**config.mk**
```make
export PLATFORM = sky130hd
export DESIGN_NAME = psg_write_sched
export DESIGN_NICKNAME = d
export VERILOG_FILES = /design/src/rtl/psg_pkg.sv /design/src/rtl/psg_rr_arb2.sv /design/src/rtl/psg_write_sched.sv
export SDC_FILE = /design/constraint.sdc
export NUM_CORES = 1
export LEC_CHECK = 0
export CORE_MARGIN = 3
export CORE_UTILIZATION = 41
export CTS_CLUSTER_SIZE = 30
export DETAILED_ROUTE_END_ITERATION = 12
export PLACE_DENSITY = 0.78
export SLEW_MARGIN = 0
export SYNTH_ARGS = -nofsm -noshare
export SYNTH_HDL_FRONTEND = slang
export SYNTH_SLANG_ARGS = --single-unit
```
**constraint.sdc**
```tcl
create_clock -name CLK -period 1.85 [get_ports CLK]
set_input_delay 0.4625 -clock CLK [delete_from_list [all_inputs] [get_ports CLK]]
set_output_delay 0.4625 -clock CLK [all_outputs]
set_load 0.03 [all_outputs]
```
**src/rtl/psg_pkg.sv**
```systemverilog
// Shared types and helpers for the SN76489 write scheduler.
package psg_pkg;

  typedef enum logic [1:0] {IDLE, SETUP, STROBE, RELEASE} psg_wr_state_t;

  localparam int LATCH_BIT = 7;
  localparam int TYPE_BIT  = 4;

  // Tone 0-2 frequency latch: first byte of a two-byte frequency write.
  function automatic logic is_pair_latch(logic [7:0] b);
    return b[LATCH_BIT] && !b[TYPE_BIT] && (b[6:5] != 2'b11);
  endfunction

endpackage

```
**src/rtl/psg_rr_arb2.sv**
```systemverilog
// Two-way round-robin arbiter; the requester that did not win last time wins a tie.
module psg_rr_arb2 (
  input  logic       clk_i,
  input  logic       rst_i,
  input  logic [1:0] elig_i,
  input  logic       adv_i,
  output logic       gnt_o,
  output logic       gnt_vld_o
);

  logic last_q;

  always_comb begin
    gnt_vld_o = |elig_i;
    gnt_o     = 1'b0;
    if (elig_i == 2'b11) gnt_o = ~last_q;
    else                 gnt_o = elig_i[1];
  end

  // Reset to 1 so requester 0 wins the first tie.
  always_ff @(posedge clk_i or posedge rst_i) begin
    if (rst_i)                      last_q <= 1'b1;
    else if (adv_i && gnt_vld_o)    last_q <= gnt_o;
  end

endmodule

```
**src/rtl/psg_write_sched.sv**
```systemverilog
// Arbitrates two byte requesters onto the SN76489 write port, keeping
// tone-frequency latch/data pairs atomic and running the READY handshake.
module psg_write_sched
  import psg_pkg::*;
#(
  parameter int STROBE_TO = 64,
  parameter int LOCK_TO   = 4096
) (
  input  logic       CLK,
  input  logic       RST,
  input  logic [1:0] req_valid,
  input  logic [7:0] req_data0,
  input  logic [7:0] req_data1,
  output logic [1:0] req_ready,
  output logic       psg_nWE,
  output logic       psg_nCE,
  output logic [7:0] psg_D,
  input  logic       psg_READY,
  output logic       busy,
  output logic       lock_active,
  output logic       lock_owner,
  output logic [1:0] err,
  input  logic       err_clr
);

  localparam int SW = (STROBE_TO > 1) ? $clog2(STROBE_TO) : 1;
  localparam int LW = (LOCK_TO > 1)   ? $clog2(LOCK_TO)   : 1;
  localparam logic [SW-1:0] STB_MAX  = SW'(STROBE_TO - 1);
  localparam logic [LW-1:0] LOCK_MAX = LW'(LOCK_TO - 1);

  psg_wr_state_t state_q, state_d;
  logic [SW-1:0] scnt_q, scnt_d;
  logic [LW-1:0] ltmr_q, ltmr_d;
  logic [7:0]    d_q, d_d;
  logic          lock_q, lock_d;
  logic          own_q, own_d;
  logic [1:0]    err_q, err_d;

  logic [1:0] elig;
  logic       gnt, gnt_vld, accept, own_acc, lock_expire, strobe_to;
  logic [7:0] acc_byte;

  // Eligibility uses the pre-edge lock, so a release and a grant never race.
  assign elig[0] = req_valid[0] && (!lock_q || !own_q);
  assign elig[1] = req_valid[1] && (!lock_q ||  own_q);

  psg_rr_arb2 u_arb (
    .clk_i     (CLK),
    .rst_i     (RST),
    .elig_i    (elig),
    .adv_i     (accept),
    .gnt_o     (gnt),
    .gnt_vld_o (gnt_vld)
  );

  assign accept   = (state_q == IDLE) && gnt_vld;
  assign acc_byte = gnt ? req_data1 : req_data0;

  always_comb begin
    req_ready = 2'b00;
    if (accept) req_ready[gnt] = 1'b1;
  end

  always_comb begin
    state_d   = state_q;
    strobe_to = 1'b0;
    case (state_q)
      IDLE:    if (accept) state_d = SETUP;
      SETUP:   state_d = STROBE;
      STROBE: begin
        if (!psg_READY) state_d = RELEASE;
        else if (scnt_q == STB_MAX) begin
          state_d   = RELEASE;
          strobe_to = 1'b1;
        end
      end
      RELEASE: begin
        if (psg_READY) state_d = IDLE;
        else if (scnt_q == STB_MAX) begin
          state_d   = IDLE;
          strobe_to = 1'b1;
        end
      end
      default: state_d = IDLE;
    endcase
    scnt_d = (state_d != state_q || state_q == IDLE) ? '0 : scnt_q + 1'b1;
  end

  // An owner accept in the expiry cycle clears the timer instead of erroring.
  assign own_acc     = accept && lock_q && (gnt == own_q);
  assign lock_expire = lock_q && !own_acc && (ltmr_q == LOCK_MAX);

  always_comb begin
    lock_d = lock_q;
    own_d  = own_q;
    d_d    = d_q;
    if (!lock_q || own_acc || lock_expire) ltmr_d = '0;
    else                                   ltmr_d = ltmr_q + 1'b1;
    if (accept) begin
      d_d = acc_byte;
      if (is_pair_latch(acc_byte)) begin
        lock_d = 1'b1;
        own_d  = gnt;
      end else if (own_acc) begin
        lock_d = 1'b0;
      end
    end else if (lock_expire) begin
      lock_d = 1'b0;
    end
  end

  always_comb begin
    err_d = err_q;
    if (err_clr)     err_d    = 2'b00;
    if (strobe_to)   err_d[0] = 1'b1;
    if (lock_expire) err_d[1] = 1'b1;
  end

  always_ff @(posedge CLK or posedge RST) begin
    if (RST) begin
      state_q <= IDLE;
      scnt_q  <= '0;
      ltmr_q  <= '0;
      d_q     <= 8'h00;
      lock_q  <= 1'b0;
      own_q   <= 1'b0;
      err_q   <= 2'b00;
    end else begin
      state_q <= state_d;
      scnt_q  <= scnt_d;
      ltmr_q  <= ltmr_d;
      d_q     <= d_d;
      lock_q  <= lock_d;
      own_q   <= own_d;
      err_q   <= err_d;
    end
  end

  // Strobe decoded straight from the state register so reset drops it at once.
  assign psg_nWE     = (state_q != STROBE);
  assign psg_nCE     = (state_q != STROBE);
  assign psg_D       = d_q;
  assign busy        = (state_q != IDLE);
  assign lock_active = lock_q;
  assign lock_owner  = own_q;
  assign err         = err_q;

endmodule

```
Yosys cells after proc, flatten, opt, wreduce, memory -nomap -nowiden
Index checks and enable logic that the tools add are counted.
Widths: inputs -> output; s select.

cells by class
  bitwise operators = 1
  muxes and demuxes = 24
  reductions and logical operators = 28
  add/sub/neg operators = 2
  equal/unequal tests = 11
  order comparisons = 2

operator list
  cell                   count
  $mux 2                 7
  $add 12x1->12 const B  1
  $eq 12x12->1 const B   1
  $mux 12                1
  $logic_and 1x1->1      11
  $mux 1                 11
  $mux 8                 1
  $pmux 2 s4             1
  $reduce_bool 2->1      4
  $add 6x1->6 const B    1
  $eq 2x2->1 const B     3
  $eq 6x6->1 const B     1
  $mux 6                 1
  $logic_or 1x1->1       5
  $logic_not 1->1        4
  $ne 2x2->1 const B     2
  $reduce_and 2->1       2
  $ne 3x1->1 const B     1
  $eq 2x1->1 const B     1
  $logic_not 2->1        1
  $lt 1x2->1 const B     1
  $ne 2x2->1             1
  $pmux 1 s2             1
  $reduce_or 2->1        1
  other kinds (4)        4

storage, ports and cells
  input port bits = 22
  register bits = 33
  word-level logic and storage cells = 77

Logic depth before layout (Yosys ltp)
  depth after elaboration = 12
  mapped depth = 6
  mapped depth without buffers = 5

By module
Synthesis repeated with hierarchy kept, for this count alone.

unflattened totals
  cells, all modules = 157
  area, all modules = 1589.0 µm²

modules (own cells, without submodules)
  module           seq. area each (µm²)  cells each  instances  area an instance (µm²)
  psg_write_sched  800.8                 151         1          1534.0
  psg_rr_arb2      26.3                  6           1          55.1

Least setup slack after synthesis
Ideal clock, no wire load.

  path kind = register to output
  start point = register lock_q (netlist: lock_active)
  end point = output port req_ready[0]
  setup slack = -0.181 ns
  required time = 1.387 ns
  stages on the path, launching flop included = 5
  arrival time = 1.569 ns
  cells stage by stage = dfrtp_1 -> a21boi_1 -> o221ai_4 -> buf_2 -> nor2_1

on the way
  word-level cells in the longest chain between the ends = 10

RTL lines
  item                                                                   RTL line                                      source
  start: declaration                                                     psg_write_sched.sv:35                         logic lock_q, lock_d;
  start signal: assignment                                               psg_write_sched.sv:133                        lock_q <= lock_d;
  $logic_not 1->1 *                                                      psg_write_sched.sv:44, psg_write_sched.sv:45
  $logic_or 1x1->1, on equally long branches                             psg_write_sched.sv:44, psg_write_sched.sv:45
  $logic_and 1x1->1, on equally long branches                            psg_write_sched.sv:44, psg_write_sched.sv:45
  $eq 2x2->1                                                             psg_rr_arb2.sv:16                             if (elig_i == 2'b11) gnt_o = ~last_q;
  $mux 1                                                                 psg_rr_arb2.sv:16
  $lt 1x2->1 (implied by the code) / $ge 1x1->1 (equally long branches)  psg_write_sched.sv:61                         if (accept) req_ready[gnt] = 1'b1;
  $logic_and 1x1->1 (implied by the code)                                psg_write_sched.sv:61
  $mux 1 (implied by the code)                                           psg_write_sched.sv:61
  $demux 1 s1                                                            psg_write_sched.sv:61
  $mux 2 *                                                               psg_write_sched.sv:61
  end: declaration                                                       psg_write_sched.sv:14                         output logic [1:0] req_ready,

Mark *: on every way between the ends. The rest lies on a longest branch, timed or not.

Worst setup path in the final report
Same ends and word-level chain as after synthesis.

==> metrics <==
status complete, no violations; worst-margin pin slew 0.3370 ns; placed instance area 2085 um2; leading area contributor after synthesis dfrtp_1; Fillers 324; Net Sw Frac 37.82%; pre-CTS setup slack -0.2915 ns; pin count of the biggest net entering global routing 27; die area 4702 um2; critical path, cell by cell nand3b_1 > and3_4 > nor2_4 > buf_6; worst reg2reg path depth 6; worst-path fanout max 6; initial antenna violation count 0; Max transition margin 77.51%; Critical Path Stages 4; CTS Buf Count 5; Clock Sinks 33; std cell rows 22; Net Switching 1047 uW; initial core utilization 43.20%; die outline height 68.57 um; ys async rst share 100.0%; unrepaired setup endpoints after global routing yes; remaining antenna violation count after routing 0; critical path's slowest cell dfrtp_2; sequential power share 36.9%; clock power share 19.4%; clock-pin slew on the worst setup and hold paths 0.06 ns; hold slack 0.4381 ns; skew final 0.004992 ns; vias 1251; final non-filler cell total 261; final hold violations 0; Worst VDD drop 0.0009003 V; synthesis-to-layout area growth 40.22%; max-cap viol count 0; WS Path Type flop to output pin; FF-to-FF setup slack 0.14 ns; Peak Freq 0.5406 GHz; PwrDens 1230 nW/um2; area of the multi-input gates 750.7 um2; CTS Root Cell clkbuf_8; Wirelength per Cell 12.10 um; RR Startpoint lock_active; Final nets 237; global-route wire length before repair 4.947 mm; Port Buffers 38; HP Class input port to async pin; synthesized instance count 159; Synth Flop Type dfrtp_1; layout cells sized above 1 18.31%; cell family with most CP delay simple AND/OR/NAND/NOR gates; CTS tree done; Clock Latency Late Sink 0.28 ns; main area contributors after synthesis dfrtp_1 (50%), nor2_1 (5.6%), mux2i_1 (5.0%); Inst Count DP 248; Post-Syn Area per Cell 10.10 um2; post-synthesis cell area 1605 um2; Seq/Total Area, Yosys 51.52%; ANT cells 0; Synth Register Bits 33; Post-synth EDFFs 0; DP HPWL 2.187 mm; remaining global-route overflow 0; Leak 0.001000 uW; Syn. warnings 0; Worst Slack Setup Final 0.0002478 ns; post-route minimum period 1.850 ns; WL met3 114 um; WL final 3.159 mm; Top Layer Used met4; Final GP Congestion 0.7861; Storage cell area 830.8 um2; top-area cell type share of the netlist area 49.88%; Post-synth top cells dfrtp_1 (32), nor2_1 (24), nand2_1 (18); syn nets 183; period utilisation layout 99.99%; WP buf/inv 1; Cell Int Power 1722 uW; post-route cell area 2251 um2; vias per inst 4.793; most common cell in the synthesized netlist dfrtp_1; Setup-failing EPs final 0; Pre-antenna DRT Iters 4; Final Slew Violations 0; global-route usage over all layers 14.82%; WP data arrival 1.39 ns; core area 3716 um2; maximum clock path buffer count 2; Worst Setup End Kind output pin; CTS hold repair buffers 0; startpoint types flop; CP max stage delay 0.47 ns; reg-to-reg endpoint lock_owner; initial DRC count 42; drc violations 0; synth unique cells 33; met2 wire length 1.611 mm; Worst EP required 1.39 ns; wl on met1 1.369 mm; Clock H-tree levels 2; Combinational Power Share 43.7%; Ports 39; vias in the first global route 1162; chip width 68.57 um
## timing repair
action	4_1_cts	5_1_grt
pin swaps	2	4
buffers inserted	0	6
setup endpoints to repair	7	2
resized for setup	15	8
## worst max-delay path by stage
stage	startpoint	end	slack, ns
floorplan	lock_active	req_ready[0]	-0.06
global placement	req_valid[0]	req_ready[1]	-0.27
detailed placement	req_valid[0]	req_ready[1]	-0.29
CTS	lock_owner	req_ready[0]	-0.04
global route	lock_owner	req_ready[1]	-0.09
finish	lock_active	req_ready[0]	0.0002
## power by group through the flow
stage	logic (uW)	registers [uW]	clock network, uW
2_1_floorplan	522	1200	0
3_3_place_gp	1120	1020	0
3_5_place_dp	1140	1020	0
4_1_cts	1120	1020	558
5_1_grt	1310	1050	597
6_report	1210	1020	537
## flip-flops by register name, summed over array words and instances, names as in the netlist
register      cells
ltmr_q           12
psg_D             8
scnt_q            6
err               2
state_q           2
lock_active       1
lock_owner        1
u_arb.last_q      1
## area by class of cell
cell class / count / area share [%]
clock buffers: 7 / 3.835
inverters: 8 / 1.334
multi-input cells: 113 / 33.35
flip-flops and latches: 33 / 36.91
well taps: 48 / 2.668
repair buffers: 52 / 21.90
## metrics by stage
stage	utilization, %	power (uW)	TNS [ns]
finish	60.57	2770	0
global route	60.57	2953	-0.1867
CTS	59.06	2697	-0.07642
detailed placement	56.09	2152	-3.117
global placement	56.09	2142	-2.473
floorplan	-	1718	-0.06093
## cells in the final DEF (no fill, tap or decap), types with 3 or more instances in the layout
cell and n:
dfrtp_1 29, clkdlybuf4s50_1 29, nor2_1 21, nand2_1 18, buf_4 12, inv_1 8
nand3_1 8, xor2_1 8, mux2i_1 8, xnor2_1 7, o21ai_0 7, clkbuf_8 6
dlygate4sd2_1 5, nand4_1 3, nand3b_1 3, dfrtp_2 3, buf_6 3
## logic make-up after synthesis
| kind of cell | synth area share [%] |
|---|---|
| AO/OA/AOI/OAI | 7.950 |
| XOR/XNOR | 8.184 |
| adder cells (fa/ha/maj) | 1.559 |
| buffers and inverters | 3.975 |
| flip-flops | 51.52 |
| multiplexers | 6.625 |
| AND/OR/NAND/NOR | 20.19 |
## metal layers
layer / track usage, % / up-vias
met5: 0 / -
met4: 8.189 / 0
met3: 6.159 / 5
met2: 21.69 / 23
met1: 18.38 / 582
li1: - / 641
Power figures use the tool's default switching activity.
